### src/rtl/comparator_nway.sv
// comparator_nway: redundant-core fingerprint comparator with a round-robin task picker.
// The sequencer locks one task slot and compares the per-core tail fingerprints until
// the FIFOs drain. It then walks the fprint-ready / verified / reset-task / status
// handshakes. With NUM_CORES=3 a single outvoted core is reported and the pass goes on.
// With NUM_CORES=2 any difference is a mismatch.
// Optional build macro: COMP_ACK_TIMEOUT_EN adds a per-state ack-wait timeout.
//
// state         | meaning
// --------------+-----------------------------------------------------------
// IDLE          | no task locked, waiting for any request bit
// SET_TASK      | round-robin winner latched into comp_task
// LOAD          | settle for LOAD_WAIT cycles before the first compare
// CHECK         | decide between fingerprint compare and task completion
// COMPARE       | compare the tail fingerprints of all cores
// INCR_TAIL     | one-cycle pulse to advance the FIFO tail pointers
// CHECK_DONE    | stop comparing once any core's tail reaches its head
// TASK_COMPLETE | check-in seen, confirm all head pointers agree
// RESET_READY   | clear the fprint-ready flag, wait for ack
// MISMATCH      | record the mismatch for this pass
// VERIFIED      | report the verified task, wait for ack
// RESET_TASK    | ask for the task to be reset after a mismatch, wait for ack
// STATUS        | write the status word, wait for ack
module comparator_nway #(
   parameter int NUM_TASKS = 16,
   parameter int CRC_WIDTH = 32,
   parameter int NUM_CORES = 2,
   parameter int LOAD_WAIT = 2,
   parameter int TIMEOUT   = 255,
   localparam int TASK_W   = $clog2(NUM_TASKS)
) (
   input  logic                           clk,
   input  logic                           reset,
   input  logic [NUM_TASKS-1:0]           fprints_ready,
   input  logic [NUM_TASKS-1:0]           checkin,
   input  logic [NUM_CORES*CRC_WIDTH-1:0] fprint_flat,
   input  logic [NUM_CORES-1:0]           tail_matches_head,
   input  logic                           heads_match,
   output logic [TASK_W-1:0]              comp_task,
   output logic                           comp_busy,
   output logic                           comp_increment_tail_pointer,
   output logic                           comp_reset_fprint_ready,
   input  logic                           reset_fprint_ack,
   output logic                           comp_task_verified,
   input  logic                           fprint_reg_ack,
   output logic                           comp_reset_task,
   input  logic                           reset_task_ack,
   output logic                           comp_status_write,
   input  logic                           comp_status_ack,
   output logic                           comp_mismatch_detected,
   output logic [NUM_CORES-1:0]           comp_faulty_core,
   output logic                           comp_timeout
);

   typedef enum logic [3:0] {
      IDLE,
      SET_TASK,
      LOAD,
      CHECK,
      COMPARE,
      INCR_TAIL,
      CHECK_DONE,
      TASK_COMPLETE,
      RESET_READY,
      MISMATCH,
      VERIFIED,
      RESET_TASK,
      STATUS
   } state_t;

   localparam logic [TASK_W:0]   NT_W      = (TASK_W+1)'(NUM_TASKS);
   localparam logic [TASK_W-1:0] LAST_TASK = TASK_W'(NUM_TASKS - 1);
   localparam logic [3:0]        LOAD_INIT = 4'(LOAD_WAIT - 1);

   state_t                state;
   state_t                state_nx;
   logic [NUM_TASKS-1:0]  req;
   logic [TASK_W-1:0]     rr_base;
   logic [TASK_W-1:0]     arb_idx;
   logic                  arb_found;
   logic [TASK_W:0]       cand;
   logic [3:0]            load_cnt;
   logic                  cmp_pass;
   logic [NUM_CORES-1:0]  cmp_odd;
   logic                  ack_cur;
   logic                  to_hit;

   assign req = fprints_ready | checkin;

   // Round-robin pick: first requesting slot at or after rr_base, wrapping to 0.
   always_comb begin
      arb_found = 1'b0;
      arb_idx   = '0;
      cand      = '0;
      for (int i = 0; i < NUM_TASKS; i++) begin
         cand = {1'b0, rr_base} + (TASK_W+1)'(i);
         if (cand >= NT_W) begin
            cand = cand - NT_W;
         end
         if (!arb_found && req[cand[TASK_W-1:0]]) begin
            arb_found = 1'b1;
            arb_idx   = cand[TASK_W-1:0];
         end
      end
   end

   // Fingerprint vote: two cores must agree exactly; three cores tolerate one outlier.
   generate
      if (NUM_CORES == 3) begin : g_tmr
         logic [CRC_WIDTH-1:0] fp0, fp1, fp2;
         logic                 e01, e12, e02;
         assign fp0 = fprint_flat[0*CRC_WIDTH +: CRC_WIDTH];
         assign fp1 = fprint_flat[1*CRC_WIDTH +: CRC_WIDTH];
         assign fp2 = fprint_flat[2*CRC_WIDTH +: CRC_WIDTH];
         assign e01 = (fp0 == fp1);
         assign e12 = (fp1 == fp2);
         assign e02 = (fp0 == fp2);
         assign cmp_pass = e01 | e12 | e02;
         assign cmp_odd  = (e01 & e12) ? 3'b000 :
                           e01         ? 3'b100 :
                           e12         ? 3'b001 :
                           e02         ? 3'b010 : 3'b000;
      end else begin : g_dmr
         assign cmp_pass = (fprint_flat[0 +: CRC_WIDTH] == fprint_flat[CRC_WIDTH +: CRC_WIDTH]);
         assign cmp_odd  = '0;
      end
   endgenerate

   // Ack belonging to the current state; acks for other states are ignored.
   always_comb begin
      ack_cur = 1'b0;
      unique case (state)
         RESET_READY: ack_cur = reset_fprint_ack;
         VERIFIED:    ack_cur = fprint_reg_ack;
         RESET_TASK:  ack_cur = reset_task_ack;
         STATUS:      ack_cur = comp_status_ack;
         default:     ack_cur = 1'b0;
      endcase
   end

`ifdef COMP_ACK_TIMEOUT_EN
   localparam int TO_W = $clog2(TIMEOUT + 1);

   logic [TO_W-1:0] to_cnt;
   logic            ack_wait;
   logic            timeout_q;

   assign ack_wait = (state == RESET_READY) || (state == VERIFIED) ||
                     (state == RESET_TASK)  || (state == STATUS);
   assign to_hit   = ack_wait && !ack_cur && (to_cnt == TO_W'(TIMEOUT - 1));

   // Cycles spent in the current ack-wait state; restarts on every state change.
   always_ff @(posedge clk) begin
      if (reset) begin
         to_cnt    <= '0;
         timeout_q <= 1'b0;
      end else begin
         if (to_hit) begin
            timeout_q <= 1'b1;
         end
         if (!ack_wait || (state_nx != state)) begin
            to_cnt <= '0;
         end else begin
            to_cnt <= to_cnt + 1'b1;
         end
      end
   end

   assign comp_timeout = timeout_q;
`else
   // TIMEOUT only has meaning when the ack timeout is built in.
   logic unused_timeout;
   assign unused_timeout = ^TIMEOUT;
   assign to_hit         = 1'b0;
   assign comp_timeout   = 1'b0;
`endif

   // Next-state decode.
   always_comb begin
      state_nx = state;
      unique case (state)
         IDLE:          if (arb_found) state_nx = SET_TASK;
         SET_TASK:      state_nx = LOAD;
         LOAD:          if (load_cnt == 4'd0) state_nx = CHECK;
         CHECK: begin
            if (fprints_ready[comp_task]) begin
               state_nx = COMPARE;
            end else if (checkin[comp_task]) begin
               state_nx = TASK_COMPLETE;
            end
         end
         TASK_COMPLETE: state_nx = heads_match ? RESET_READY : MISMATCH;
         COMPARE:       state_nx = cmp_pass ? INCR_TAIL : MISMATCH;
         INCR_TAIL:     state_nx = CHECK_DONE;
         CHECK_DONE:    state_nx = (|tail_matches_head) ? RESET_READY : COMPARE;
         RESET_READY: begin
            if (ack_cur) begin
               state_nx = (checkin[comp_task] || comp_mismatch_detected) ? VERIFIED : IDLE;
            end
         end
         MISMATCH:      state_nx = VERIFIED;
         VERIFIED: begin
            if (ack_cur) begin
               state_nx = comp_mismatch_detected ? RESET_TASK : STATUS;
            end
         end
         RESET_TASK:    if (ack_cur) state_nx = STATUS;
         STATUS:        if (ack_cur) state_nx = IDLE;
         default:       state_nx = IDLE;
      endcase
      if (to_hit) begin
         state_nx = IDLE;
      end
   end

   // State register, task lock, settle counter and per-pass flags.
   always_ff @(posedge clk) begin
      if (reset) begin
         state                  <= IDLE;
         comp_task              <= '0;
         rr_base                <= '0;
         load_cnt               <= '0;
         comp_mismatch_detected <= 1'b0;
         comp_faulty_core       <= '0;
      end else begin
         state <= state_nx;
         unique case (state)
            IDLE: begin
               comp_task              <= arb_found ? arb_idx : '0;
               comp_mismatch_detected <= 1'b0;
               comp_faulty_core       <= '0;
            end
            SET_TASK: load_cnt <= LOAD_INIT;
            LOAD:     load_cnt <= load_cnt - 4'd1;
            COMPARE: begin
               if (cmp_pass) begin
                  comp_faulty_core <= comp_faulty_core | cmp_odd;
               end
            end
            MISMATCH: comp_mismatch_detected <= 1'b1;
            default: ;
         endcase
         // The slot just served becomes the lowest priority for the next pick.
         if ((state != IDLE) && (state_nx == IDLE)) begin
            rr_base <= (comp_task == LAST_TASK) ? '0 : comp_task + 1'b1;
         end
      end
   end

   assign comp_busy                   = (state != IDLE);
   assign comp_increment_tail_pointer = (state == INCR_TAIL);
   assign comp_reset_fprint_ready     = (state == RESET_READY);
   assign comp_task_verified          = (state == VERIFIED);
   assign comp_reset_task             = (state == RESET_TASK);
   assign comp_status_write           = (state == STATUS);

endmodule

### config.mk
export PLATFORM = sky130hd
export DESIGN_NAME = comparator_nway
export DESIGN_NICKNAME = d
export VERILOG_FILES = /design/src/rtl/comparator_nway.sv
export SDC_FILE = /design/constraint.sdc
export NUM_CORES = 1
export LEC_CHECK = 0
export CAP_MARGIN = 20
export CORE_MARGIN = 3
export CORE_UTILIZATION = 55
export CTS_BUF_LIST = sky130_fd_sc_hd__clkbuf_8
export DETAILED_ROUTE_END_ITERATION = 6
export HOLD_SLACK_MARGIN = 0.15
export MAX_ROUTING_LAYER = met4
export PLACE_DENSITY = 0.88
export SLEW_MARGIN = 20
export SYNTH_ARGS = -nofsm -noshare
export SYNTH_HDL_FRONTEND = slang
export SYNTH_SLANG_ARGS = --single-unit
### constraint.sdc
create_clock -name clk -period 7.7 [get_ports clk]
set_input_delay 1.54 -clock clk [delete_from_list [all_inputs] [get_ports clk]]
set_output_delay 1.54 -clock clk [all_outputs]
set_load 0.02 [all_outputs]
==> results.yml, run 1 <==
yosys:
  synth_async_sr_flop_share_pct: 0
  synth_flop_cell: "dfxtp_1"
  synth_cell_types: 80
  syn_inst: 604
  synth_area_um2: 4690
  synth-seq-cells: 17
  syn_avg_cell_area_um2: 7.77
  ys_warn_count: 0
  synth_edf_count: 0
  ys_seq_area_share_pct: 7.25
sta:
  fmax_mhz: 183
  fin_crit_ns: 5.46
  grt_setup_unrepaired: "false"
  slew_headroom_pct: 31.5
  finalSetupViolCount: 0
  holdWs_ns: 0.539
  hold_violations: 0
  fin_crit_sh_pct: 70.9
  drv_slew: 0
  tns_ns: 0
  finClkSkew_ns: 0.00139
  worst_pin_slew_ns: 1.03
cts:
  numCtsBuffers: 3
  tritoncts: "built"
  cts_max_level: 1
  cts_hold_buf: 0
  cts-root-buf: "clkbuf_8"
  clock_path_buffers: 2
  cts.repair_timing.setup_buffer_count: 0
  clk_pin_slew_ns: 0.07
  clock-sinks: 17
  postCtsResizedCells: 0
  insertion_delay_ns: 0.25
routing:
  vias_per_cell: 7.13
  postRouteAntennaNets: 0
  wl_per_cell_um: 22.2
  drt_iter0_drc: 451
  finalWirelength_um: 17500
  routed-via-count: 5632
  firstDrtPassIters: 5
  drcViolationCount: 0
place:
  hpwl_um: 13800
  dp.cells: 786
  portBuffers: 115
  gp_congestion: 0.985
cells_and_area:
  area_growth_pct: 23.9
  nets: 801
  fin_cells: 790
  fillers: 684
  drive_above_1_share_pct: 10.5
  antenna_cells: 0
die:
  fp.coreArea_um2: 8260
  ios: 119
  die_w_um: 98.4
  initial_core_util_pct: 56.8
  dieArea_um2: 9680
  rows: 33
  die_y_um: 98.4
setup_path:
  reg2reg_setup_slack_ns: 2.24
  cp_max_fo: 81
  crit_path_end_kind: "register"
  reg2reg_to: "comp_task[2]"
  arrival_ns: 5.61
  startpoint_type: "register"
  cp.required_ns: 7.85
  reg2reg_from: "rr_base[0]"
  crit_type: "register to register"
  rr_worst_depth: 10
global_route:
  grt_max_degree: 82
  grt_first_pass_wirelength_um: 27500
  antenna_found_initial: 0
  grt_pass1_vias: 5226
  grt_overflow: 0
  grt_use_total_pct: 35.8
power:
  ir_drop_mv: 0.243
  p_leak_nw: 1.89
  power_density_nw_per_um2: 332
hold_path:
  worstHoldPathType: "register to register"
  hold_start: "load_cnt[2]"
  holdPathStages: 2
  hold_end: "load_cnt[2]"
job:
  cap_violations: 0
run_status:
  status: "complete, no violations"
## routing by layer
| layer | vias up | global-route usage (%) | wire length [µm] |
|---|---|---|---|
| li1 | 2552 | - | - |
| met1 | 2550 | 42.4 | 6360 |
| met2 | 457 | 58.2 | 8090 |
| met3 | 73 | 6.79 | 2110 |
| met4 | 0 | 17.8 | 958 |
| met5 | - | - | 0 |
## how the worst max path moves through the flow
stage | start | end | slack, ns
6_report | rr_base[0] | comp_task[2] | 2.24
5_1_grt | rr_base[0] | comp_task[2] | 1.93
4_1_cts | rr_base[0] | comp_task[2] | 2.39
3_5_place_dp | rr_base[0] | comp_task[2] | 2.39
3_3_place_gp | fprints_ready[6] | comp_task[3] | 2.52
2_1_floorplan | rr_base[0] | comp_task[3] | 3.43
## stage by stage
step	util, %	setup WS [ns]	cell area (µm²)	total power, W
4_1_cts	70.4	2.39	5820	0.00188
6_report	70.4	2.24	5820	0.00193
2_1_floorplan	-	3.43	4700	0.00138
5_1_grt	70.4	1.93	5820	0.00206
3_5_place_dp	69.9	2.39	5770	0.00181
3_3_place_gp	69.9	2.52	5770	0.00177
## placed cells by master, fill, tap and decap left out, types with 4 or more instances in the layout
cell type	synthesis	layout
inv_1	13	14
and2_1	5	5
nor3b_2	9	9
nor2_1	57	57
nor4b_1	20	20
ha_1	10	10
a31oi_1	7	7
xor2_1	35	35
mux4_2	25	25
mux2i_1	9	9
clkdlybuf4s50_1	0	115
buf_4	4	4
o22ai_1	6	6
nand3_1	11	11
and3_1	4	4
a22oi_1	7	7
nor3_1	17	17
dfxtp_1	17	16
o211ai_1	9	9
nor4bb_1	11	11
o41ai_1	10	10
nand4_1	4	4
a21oi_1	27	27
clkinv_1	4	4
xnor2_1	11	11
or2_2	9	9
o21ai_0	24	24
or4_1	9	9
a211oi_1	6	6
o31ai_1	6	6
nor4_1	54	54
nand2_1	47	47
o21a_1	5	5
nand3b_1	4	4
nor3_2	6	6
## synth_stat cells, drive strengths merged, types with 9 or more instances
cell type  instances  area share (%)
nor2              57             4.6
nor4              55             7.5
nand2             47             3.8
xor2              36             6.9
a21oi             27             2.9
nor3              26             4.1
mux4              25              12
buf               24             3.6
o21ai             24             2.6
clkbuf            20             1.6
nor4b             20             3.7
dfxtp             17             7.2
inv               14             1.1
nand3             12             1.4
o41ai             12             3.0
xnor2             12             2.4
nor3b             11             2.7
nor4bb            11             2.3
ha                10             2.7
mux2i             10             2.4
o211ai             9             1.4
or2                9             1.2
or4                9             1.4
## cell families (layout without fill, tap and decap cells)
family                   after synthesis  count (layout)  share of synthesized area (%)
AND/OR/NAND/NOR                      288             288                           37.3
AO/OA/AOI/OAI                        141             141                           21.9
buffers and inverters                 62             141                           6.64
XOR/XNOR                              48              48                           9.28
multiplexers                          37              37                           14.9
flip-flops                            17              17                           7.25
adder cells (fa/ha/maj)               10              10                           2.67
other                                  1               3                         0.0799
## power breakdown
part           internal (W)  switching (W)
sequential         0.000118       0.000100
combinational      0.000660       0.000986
clock             0.0000354      0.0000313
total              0.000814        0.00112
## sequential cells by signal, indices dropped and copies added, names as in the netlist
name and count:
comp_mismatch_detected 1, comp_task 4, load_cnt 4, rr_base 4, state 4
## critical path, cell delays in order (launching register included)
cell	delay (ns)
dfxtp_2	0.31
buf_4	0.62
inv_1	0.17
ha_1	0.71
clkinv_1	0.63
mux4_2	0.73
mux2i_4	0.26
or4b_1	0.75
nor4_1	0.62
a2111oi_0	0.21
a32o_1	0.30
## final cells by class
class,instances,area [µm²],share of cell area (%)
Inverter,18,67.6,1.16
Sequential cell,17,342,5.87
Timing Repair Buffer,119,1180,20.3
Multi-Input combinational cell,527,4050,69.6
Tap cell,105,131,2.26
Clock inverter,1,3.75,0.0645
Clock buffer,3,41.3,0.710
No activity file was read; power rests on OpenSTA's default activity.
==> inputs of run 2 (changes only) <==
--- a/config.mk
+++ b/config.mk
@@ -7,12 +7,12 @@
 export LEC_CHECK = 0
 export CAP_MARGIN = 20
 export CORE_MARGIN = 3
-export CORE_UTILIZATION = 55
+export CORE_UTILIZATION = 52
 export CTS_BUF_LIST = sky130_fd_sc_hd__clkbuf_8
 export DETAILED_ROUTE_END_ITERATION = 6
 export HOLD_SLACK_MARGIN = 0.15
 export MAX_ROUTING_LAYER = met4
-export PLACE_DENSITY = 0.88
+export PLACE_DENSITY = 0.84
 export SLEW_MARGIN = 20
 export SYNTH_ARGS = -nofsm -noshare
 export SYNTH_HDL_FRONTEND = slang
==> constraint.sdc (replaced) <==
create_clock -name clk -period 5.53 [get_ports clk]
set_input_delay 1.106 -clock clk [delete_from_list [all_inputs] [get_ports clk]]
set_output_delay 1.106 -clock clk [all_outputs]
set_load 0.02 [all_outputs]
==> run 2 against run 1 <==
Compared with the run above:
- global-route usage fell by 0.87 points
- critical endpoint unchanged
- highest routed layer unchanged
- non-clock buffer count rose by 7
- utilization fell by 3.4 points
==> results.yml, run 2 (same netlist as run 1, synthesis figures left out) <==
place:
  portBuffers: 115
  hpwl_um: 14200
  gp_congestion: 1.09
  placed_area_um2: 5830
  pre_cts_slack_ns: 0.695
sta:
  hold_violations: 0
  fin_crit_sh_pct: 84.7
  drv_slew: 0
  finalSetupViolCount: 0
  finClkSkew_ns: 0.00433
  fmax_mhz: 214
  grt_setup_unrepaired: "false"
  fin_ws_ns: 0.848
  slew_headroom_pct: 41.7
  worst_pin_slew_ns: 0.863
  fin_crit_ns: 4.68
  tns_ns: 0
global_route:
  grt_pass1_vias: 5237
  antenna_found_initial: 0
  grtUsageMet3_pct: 5.40
  grt_first_pass_wirelength_um: 27600
  met2_usage_pct: 59.6
  grt_use_total_pct: 35.0
  grt_busiest_layer: "met2"
  grt_max_degree: 80
  gr-usage-met1_pct: 41.4
  grt_overflow: 0
routing:
  drt_iter0_drc: 415
  vias_per_cell: 7.04
  drcViolationCount: 0
  routed-via-count: 5631
  firstDrtPassIters: 7
  wl_per_cell_um: 22.5
  postRouteAntennaNets: 0
  finalWirelength_um: 18000
setup_path:
  cp_max_fo: 15
  cp.required_ns: 5.68
  startpoint_type: "input pin"
  path_buf_inv: 1
  path_delay_family: "simple AND/OR/NAND/NOR gates"
  slowest_delay_ns: 0.75
  crit_type: "input pin to register"
  path_cells: "clkdlybuf4s50_1, nor3b_2, nor2_1, mux4_2, mux2i_4, or4b_1, or3_1, nor3b_2, a2111oi_0, a32o_1"
  slowest_stage: "or4b_1"
  arrival_ns: 4.83
  cp_common_cell: "nor3b_2"
  crit_path_end_kind: "register"
cells_and_area:
  final_common_cell: "clkdlybuf4s50_1"
  nets: 808
  area_growth_pct: 25.1
  design_area_um2: 5870
  most-common-layout-cells: "clkdlybuf4s50_1, nor2_1, nor4_1"
  fillers: 760
  drive_above_1_share_pct: 11.4
  antenna_cells: 0
power:
  power_density_nw_per_um2: 462
  ir_drop_mv: 0.215
  p_leak_nw: 1.93
cts:
  clk_pin_slew_ns: 0.07
  tritoncts: "built"
  numCtsBuffers: 3
  postCtsResizedCells: 0
  cts_hold_buf: 0
  clock-sinks: 17
  cts-root-buf: "clkbuf_8"
  cts_max_level: 1
  clock_path_buffers: 2
  insertion_delay_ns: 0.25
  cts.repair_timing.setup_buffer_count: 0
die:
  die_w_um: 101
  dieArea_um2: 10200
  rows: 34
  ios: 119
  initial_core_util_pct: 53.6
  fp.coreArea_um2: 8760
  die_y_um: 101
job:
  cap_violations: 0
hold_path:
  worstHoldPathType: "register to register"
run_status:
  status: "complete, no violations"
[run 2: cell type report]
| cell class | count | area (µm²) | area share [%] |
|---|---|---|---|
| tap | 108 | 135 | 2.30 |
| sequential | 17 | 342 | 5.82 |
| clock buffer | 3 | 41.3 | 0.703 |
| timing repair buffer | 126 | 1230 | 21.0 |
| multi-input combinational | 527 | 4050 | 69.0 |
| clock inverter | 1 | 3.75 | 0.0639 |
| inverter | 18 | 67.6 | 1.15 |
[run 2: per-layer routing]
metal  part of all wire (%)  up-vias
met5                      0        -
met4                    4.4        0
met3                     11       58
met2                     48      388
met1                     37     2628
li1                       -     2557
[run 2: final timing paths]
path                                   startpoint      endpoint  slack (ns)  depth (start not counted)
worst max-delay path            fprints_ready[12]  comp_task[2]        0.85                         10
worst min-delay path                  load_cnt[3]   load_cnt[3]        0.53                          2
worst max register to register         rr_base[2]  comp_task[2]        1.11                         12
worst min register to register        load_cnt[3]   load_cnt[3]        0.53                          2
[run 2: power breakdown]
group          internal, W  switching (W)  total [W]  leakage, nW
clock            0.0000493      0.0000441  0.0000934       0.0269
sequential        0.000165       0.000125   0.000290        0.139
combinational     0.000936        0.00140    0.00233         1.76
total              0.00115        0.00157    0.00272         1.93
[run 2: per-stage QoR]
step	utilization, %	hold WS [ns]	total power [W]	instances
after floorplan	-	0.477	0.00193	606
after global placement	66.5	0.493	0.00250	796
after detailed placement	66.5	0.511	0.00254	796
after CTS	67.0	0.522	0.00264	800
after global routing	67.0	0.550	0.00289	800
final	67.0	0.526	0.00272	800
[run 2: worst min-delay path, stage by stage (launching register included)]
cell	delay [ns]
dfxtp_1	0.33
o21ai_0	0.08
a21oi_1	0.06
